<file path="config.mk">
export PLATFORM = sky130hd
export DESIGN_NAME = sha256_round_ctrl
export DESIGN_NICKNAME = d
export VERILOG_FILES = /design/src/rtl/sha256_round_ctrl.sv
export SDC_FILE = /design/constraint.sdc
export NUM_CORES = 1
export LEC_CHECK = 0
export ABC_AREA = 1
export BUFFER_PORTS_ARGS = -buffer_cell sky130_fd_sc_hd__buf_4
export CAP_MARGIN = 20
export CORE_ASPECT_RATIO = 2
export CORE_MARGIN = 1.5
export CORE_UTILIZATION = 50
export CTS_CLUSTER_DIAMETER = 60
export DETAILED_ROUTE_END_ITERATION = 7
export PLACE_DENSITY_LB_ADDON = 0.25
export SYNTH_ARGS = -nofsm -noshare
export SYNTH_HDL_FRONTEND = slang
export SYNTH_SLANG_ARGS = --single-unit
</file>
<file path="constraint.sdc">
create_clock -name clk -period 2.15 [get_ports clk]
set_input_delay 0.43 -clock clk [delete_from_list [all_inputs] [get_ports clk]]
set_output_delay 0.43 -clock clk [all_outputs]
set_load 0.01 [all_outputs]
</file>
<file path="src/rtl/sha256_round_ctrl.sv">
// SHA-256 compression sequencer: block handshake, round register mux select,
// 64-round index and H0..H7 feed-forward digest across multi-block messages.
module sha256_round_ctrl (
    input  logic         clk,
    input  logic         rst_n,
    input  logic         blk_valid,
    input  logic         blk_first,
    output logic         blk_ready,
    output logic         ws_load,
    output logic [1:0]   rnd_sel,
    output logic [5:0]   round_idx,
    input  logic [255:0] st_in,
    output logic [255:0] dig_out,
    output logic         dig_valid,
    output logic         busy
);

    typedef enum logic [1:0] {
        S_IDLE,
        S_LOAD,
        S_ROUND,
        S_FINAL
    } state_t;

    localparam logic [255:0] IV = {
        32'h6a09e667, 32'hbb67ae85, 32'h3c6ef372, 32'ha54ff53a,
        32'h510e527f, 32'h9b05688c, 32'h1f83d9ab, 32'h5be0cd19
    };

    localparam logic [1:0] SEL_HOLD     = 2'b00;
    localparam logic [1:0] SEL_LOAD     = 2'b01;
    localparam logic [1:0] SEL_COMPRESS = 2'b10;

    state_t       state;
    state_t       state_nx;
    logic [255:0] dig_sum;

    always_comb begin
        state_nx = state;
        case (state)
            S_IDLE:  if (blk_valid) state_nx = S_LOAD;
            S_LOAD:  state_nx = S_ROUND;
            S_ROUND: if (round_idx == 6'd63) state_nx = S_FINAL;
            S_FINAL: state_nx = S_IDLE;
            default: state_nx = S_IDLE;
        endcase
    end

    // Held low during reset so nothing is accepted before the digest is defined
    assign blk_ready = rst_n & (state == S_IDLE);
    assign ws_load   = blk_ready & blk_valid;

    // Per-word modulo-2^32 feed-forward; carries stay inside each word
    always_comb begin
        dig_sum = '0;
        for (int unsigned i = 0; i < 8; i++) begin
            dig_sum[i*32 +: 32] = dig_out[i*32 +: 32] + st_in[i*32 +: 32];
        end
    end

    always_ff @(posedge clk or negedge rst_n) begin
        if (!rst_n) begin
            state     <= S_IDLE;
            round_idx <= '0;
            rnd_sel   <= SEL_HOLD;
            busy      <= 1'b0;
            dig_valid <= 1'b0;
            dig_out   <= '0;
        end else begin
            state     <= state_nx;
            busy      <= (state_nx != S_IDLE);
            dig_valid <= (state == S_FINAL);

            case (state_nx)
                S_LOAD:  rnd_sel <= SEL_LOAD;
                S_ROUND: rnd_sel <= SEL_COMPRESS;
                default: rnd_sel <= SEL_HOLD;
            endcase

            if (state == S_ROUND && state_nx == S_ROUND)
                round_idx <= round_idx + 6'd1;
            else
                round_idx <= '0;

            if (ws_load && blk_first)
                dig_out <= IV;
            else if (state == S_FINAL)
                dig_out <= dig_sum;
        end
    end

endmodule

</file>
======== Word level (Yosys, flattened, before mapping) ========
Cells that the tools add are included.
word-level totals
  register bits after elaboration ......... 268
  latch bits .............................. 0
  RAM bits ................................ 0
  memory bits (read-only) ................. 0
  word-level logic and storage cells ...... 35
  memories kept ........................... 0
cells by class
  add/subtract/negate cells ............... 9
  multipliers ............................. 0
  div/mod/pow operators ................... 0
  magnitude comparators ................... 0
  equal/unequal tests ..................... 6
  shift-type cells ........................ 0
  mux-type cells .......................... 7
  bitwise gates (word level) .............. 2
  reductions and logical operators ........ 5
operators by type and width
  kind                                                             number
  256-bit 2-to-1 mux                                               2
  32-bit adder                                                     8
  2-bit case mux with 4 select lines                               1
  6-bit by 1-bit adder with 6-bit output, second input constant    1
  2-bit == test, second input constant                             3
  6-bit == test, second input constant                             1
  6-bit 2-to-1 mux                                                 1
  2-bit by 1-bit == test with 1-bit output, second input constant  2
  2-bit 2-to-1 mux                                                 2
  2-bit case mux with 2 select lines                               1
  2-bit nonzero test                                               2
  1-bit AND                                                        2
  1-bit logical AND                                                2
  2-bit logical NOT                                                1

======== Depth between registers and ports, before layout ========
  depth after elaboration ................. 6
  depth in mapped cells ................... 14
  mapped depth without buffers ............ 14

======== Worst setup path before layout ========
Ideal clock, no wire load.
  kind .................................... in2reg
  start ................................... input port st_in[160]
  end ..................................... register dig_out[182]
  arrival ................................. 1.826 ns
  path slack .............................. 0.211 ns
  stages .................................. 14
  path buffers ............................ 0
  cell sequence ........................... ha_1 > fa_1 > nand3_1 > nand3_1 > nand2_1 > nand2_1 > nand2_1 > nand2_2 > nand2_1 > nand2_1 > nand2_1 > nand3_1 > nand2_1 > inv_1
between the ends
  longest elaborated chain between the ends .. 3
RTL lines
  what                  RTL line  text
  from (decl)           12        input logic [255:0] st_in,
  32-bit adder          57        dig_sum[i*32 +: 32] = dig_out[i*32 +: 32] + st_in[i*32 +: 32];
  256-bit 2-to-1 mux    87        else if (state == S_FINAL)
  256-bit 2-to-1 mux    85        if (ws_load && blk_first)
  to (signal assigned)  88        dig_out <= dig_sum;
  to (decl)             13        output logic [255:0] dig_out,
No other way between the ends. The select of a mux whose other input is x is not followed.
A chain may end at the register's enable or synchronous reset.

======== Final worst setup path ========
  start ................................... register dig_out[5]
  end ..................................... register dig_out[17]
between the ends
  longest elaborated chain between the ends .. 3
RTL lines
  what                RTL line
  32-bit adder        57
  256-bit 2-to-1 mux  87
  256-bit 2-to-1 mux  85
No other way between the ends. The select of a mux whose other input is x is not followed.

==> results.md <==
* Vias in the first global route at 31.9k
* Leakage at 21.2 nW
* Critical Path RT at 2.66 ns
* Most used routing layer: met2
* Max Clk Rate at 488 MHz
* Maximum capacitance violations at 0
* DIE AREA at 57600 um2
* Number of H-tree levels at 1
* 1st-pass router iterations at 5
* Combinational share of power at 70.7%
* Top-area cell type share of the netlist area at between 20% and 30%
* Placer Congestion at 1.05
* Synth unique cells at 49
* Multi-input gate area at 18100 um2
* Power Density at approximately 1400 nW/um2
* Worst-skew pair later-pin latency at 0.63 ns
* Design area at around 36000 um2
* Die W at 171 um
* Switching part of the total at between 50% and 60%
* Met1 Use GR at 36.7%
* Post-Syn Nets at 5257
* Switching Power at 26.7 mW
* Leading cell type in the layout, fill and taps excluded: nand2_1
* Final period util at 95.3%
* Fill cells at 5490
* Final TNS setup at 0 ns
* Final min period at 2.05 ns
* Reg area at between 6000 and 7000 um2
* Internal at between 20 and 30 mW
* Clock sinks at 268
* Detailed placement HPWL at 92000 um
* Vias per inst at a little over 5
* Critical path class: reg -> reg
* Die height at 338 um
* Initial antenna violation count at 8
* Remaining DRCs at 0
* Fin. Hold Viols at 0
* Total global-route track usage at 38.5%
* Share of layout cells above drive strength 1 at 17.6%
* Unrepaired setup endpoints after global routing: no
* Clk pwr share at ~11%
* Io pins at 528
* Starting DRC count in detailed routing at between 1.5k and 2k
* HP Class: in -> reg
* Clock Tree Buf Depth at 3
* Crit. End Element: flop
* Max Slew Vio Count at 0
* Nets at 6016
* Slew margin rel. at about two fifths
* FF+latch count, synth at 268
* Crit path DAT at 2.56 ns
* Register share of total power at 18.1%
* Least-Margin Pin Slew at 0.910 ns
* Main synth FF type: dfrtp_1
* Port buffer count at about 530
* P&R area growth vs syn at 28.6%
* First-pass GRT wire length at 169000 um
* Crit-path max FO at 4
* Core ar. at 55400 um2
* Met3 Track Usage GR at under 10%
* Overflow left after global routing at 0
* Number of synthesized flops with an enable pin at 0
* Syn Inst Count at 4736
* # rows at 122
* Post-Syn Area per Cell at 5.93 um2
* Clock root buffer: clkbuf_16
* Setup crit start kind: flop
* DR WL/cell at roughly 18 um
* CTS tree: done
* Met2 usage at 69.8%
* CTS buffer count at 30
* Worst-path clk slew at roughly 0.07 ns
* Max VDD drop at 0.925 mV
* Routed Antenna Nets at 0
* Vias at approximately 32k
* Sequential area share after synthesis at 23.9%
* Final setup vio count at 0
* Initial Utilization at 50.6%
* Placement Cell Area at about 35000 um2
* Leading cell types in the layout, fill and taps excluded: nand2_1, inv_1, buf_4
* Ys async rst share at 100%
* Largest net degree at the start of global routing at 137
* Mapped Area at 28100 um2
* Status: finished clean
* Yosys warnings at 0
* Area contributors post-synth: nand2_1, dfrtp_1, inv_1, ha_1, nor2_1
* Clock Skews at roughly 0.021 ns
* Routed WL at 112000 um
* Design Power at slightly above 50 mW
* Synth area leader: nand2_1
==> repair_timing <==
action | CTS | global route
setup endpoints to repair | 2 | 88
hold buffers | 1 | 0
gates resized for setup | 2 | 64
pin swaps | 1 | 3
endpoints found under the hold margin | 8 | 0
buffers inserted | 0 | 3
==> stage by stage <==
step	setup slack (ns)	utilization (%)	cells	hold slack [ns]
floorplan	0.211	-	4736	0.134
global placement	-0.156	62.6	6203	0.382
detailed placement	-0.181	62.6	6203	0.383
CTS	0.00132	64.6	6260	0.127
global route	0.000514	65.1	6267	0.165
finish	0.101	65.1	6268	0.154
==> state kept, by name (all words and copies together), names as in the netlist <==
| name | cells |
|---|---|
| dig_out | 256 |
| dig_valid | 1 |
| state | 2 |
| rnd_sel | 2 |
| round_idx | 6 |
| busy | 1 |
==> final timing paths <==
check,startpoint,endpoint,slack (ns),cells past startpoint
worst min register to register,round_idx[0]$_DFF_PN0_,round_idx[0]$_DFF_PN0_,0.49,1
worst max-delay path,dig_out[5]$_DFFE_PN0P_,dig_out[17]$_DFFE_PN0P_,0.10,10
worst max register to register,dig_out[5]$_DFFE_PN0P_,dig_out[17]$_DFFE_PN0P_,0.10,10
worst min-delay path,st_in[63],dig_out[63]$_DFFE_PN0P_,0.15,5
max in group asynchronous,rst_n,dig_out[97]$_DFFE_PN0P_,0.68,4
min in group asynchronous,rst_n,dig_out[238]$_DFFE_PN0P_,0.35,3
==> Yosys cell counts (11+ instances only) <==
library cell and instances:
nand4_1 15, o22ai_1 39, nand3b_1 16, or2_2 11, o31ai_1 12, or2_0 18
xnor2_1 23, o21bai_1 34, nand3_1 296, and2_1 17, dfrtp_1 268, buf_2 36
nor3_1 28, xor2_1 58, o21ai_1 26, inv_1 853, a21oi_1 211, nor2_1 435
nand2_1 1875, a21o_1 12, nand2_2 23, ha_1 253, o21ai_0 45, or2_1 23
==> power groups by stage <==
stage / clock [mW] / sequential, mW / combinational, mW
after floorplan: 0 / 9.72 / 20.6
after global placement: 0 / 9.35 / 35.3
after detailed placement: 0 / 9.36 / 35.7
after CTS: 5.89 / 9.31 / 35.9
after global routing: 6.02 / 9.58 / 40.5
final: 5.82 / 9.40 / 36.6
==> cells by family (layout without fill, tap and decap cells) <==
logic type / after synthesis / count (layout) / synth area share, %
XOR/XNOR: 81 / 81 / 2.53
flip-flops: 268 / 268 / 23.9
AND/OR/NAND/NOR: 2794 / 2794 / 40.6
other: 0 / 5 / 0
AO/OA/AOI/OAI: 413 / 413 / 8.50
adder cells (fa/ha/maj): 261 / 261 / 11.9
buffers and inverters: 919 / 1702 / 12.7
==> layout make-up <==
cell class | instances | area share, %
diodes | 5 | 0.0347
repair buffers | 782 | 16.7
clock buffers | 35 | 2.22
flip-flops and latches | 268 | 18.6
well taps | 744 | 2.58
multi-input cells | 3549 | 50.1
clock inverters | 21 | 0.711
inverters | 864 | 9.01
==> routing by layer <==
layer / share of wire [%] / routed length (um)
met5: 0.053 / 60
met1: 34 / 38200
met3: 7.1 / 7990
met2: 49 / 55500
met4: 9.3 / 10500
==> critical path, cell delays in order, from the launching register on <==
cell and delay (ns):
dfrtp_1 0.43, ha_1 0.32, nand2_1 0.15, nor2_1 0.20, nand3_1 0.14, nand3_1 0.19
nand3_1 0.10, nand2_1 0.22, nand2_1 0.08, nand2_1 0.06, o21ai_1 0.05
No activity file was read; power rests on OpenSTA's default activity.
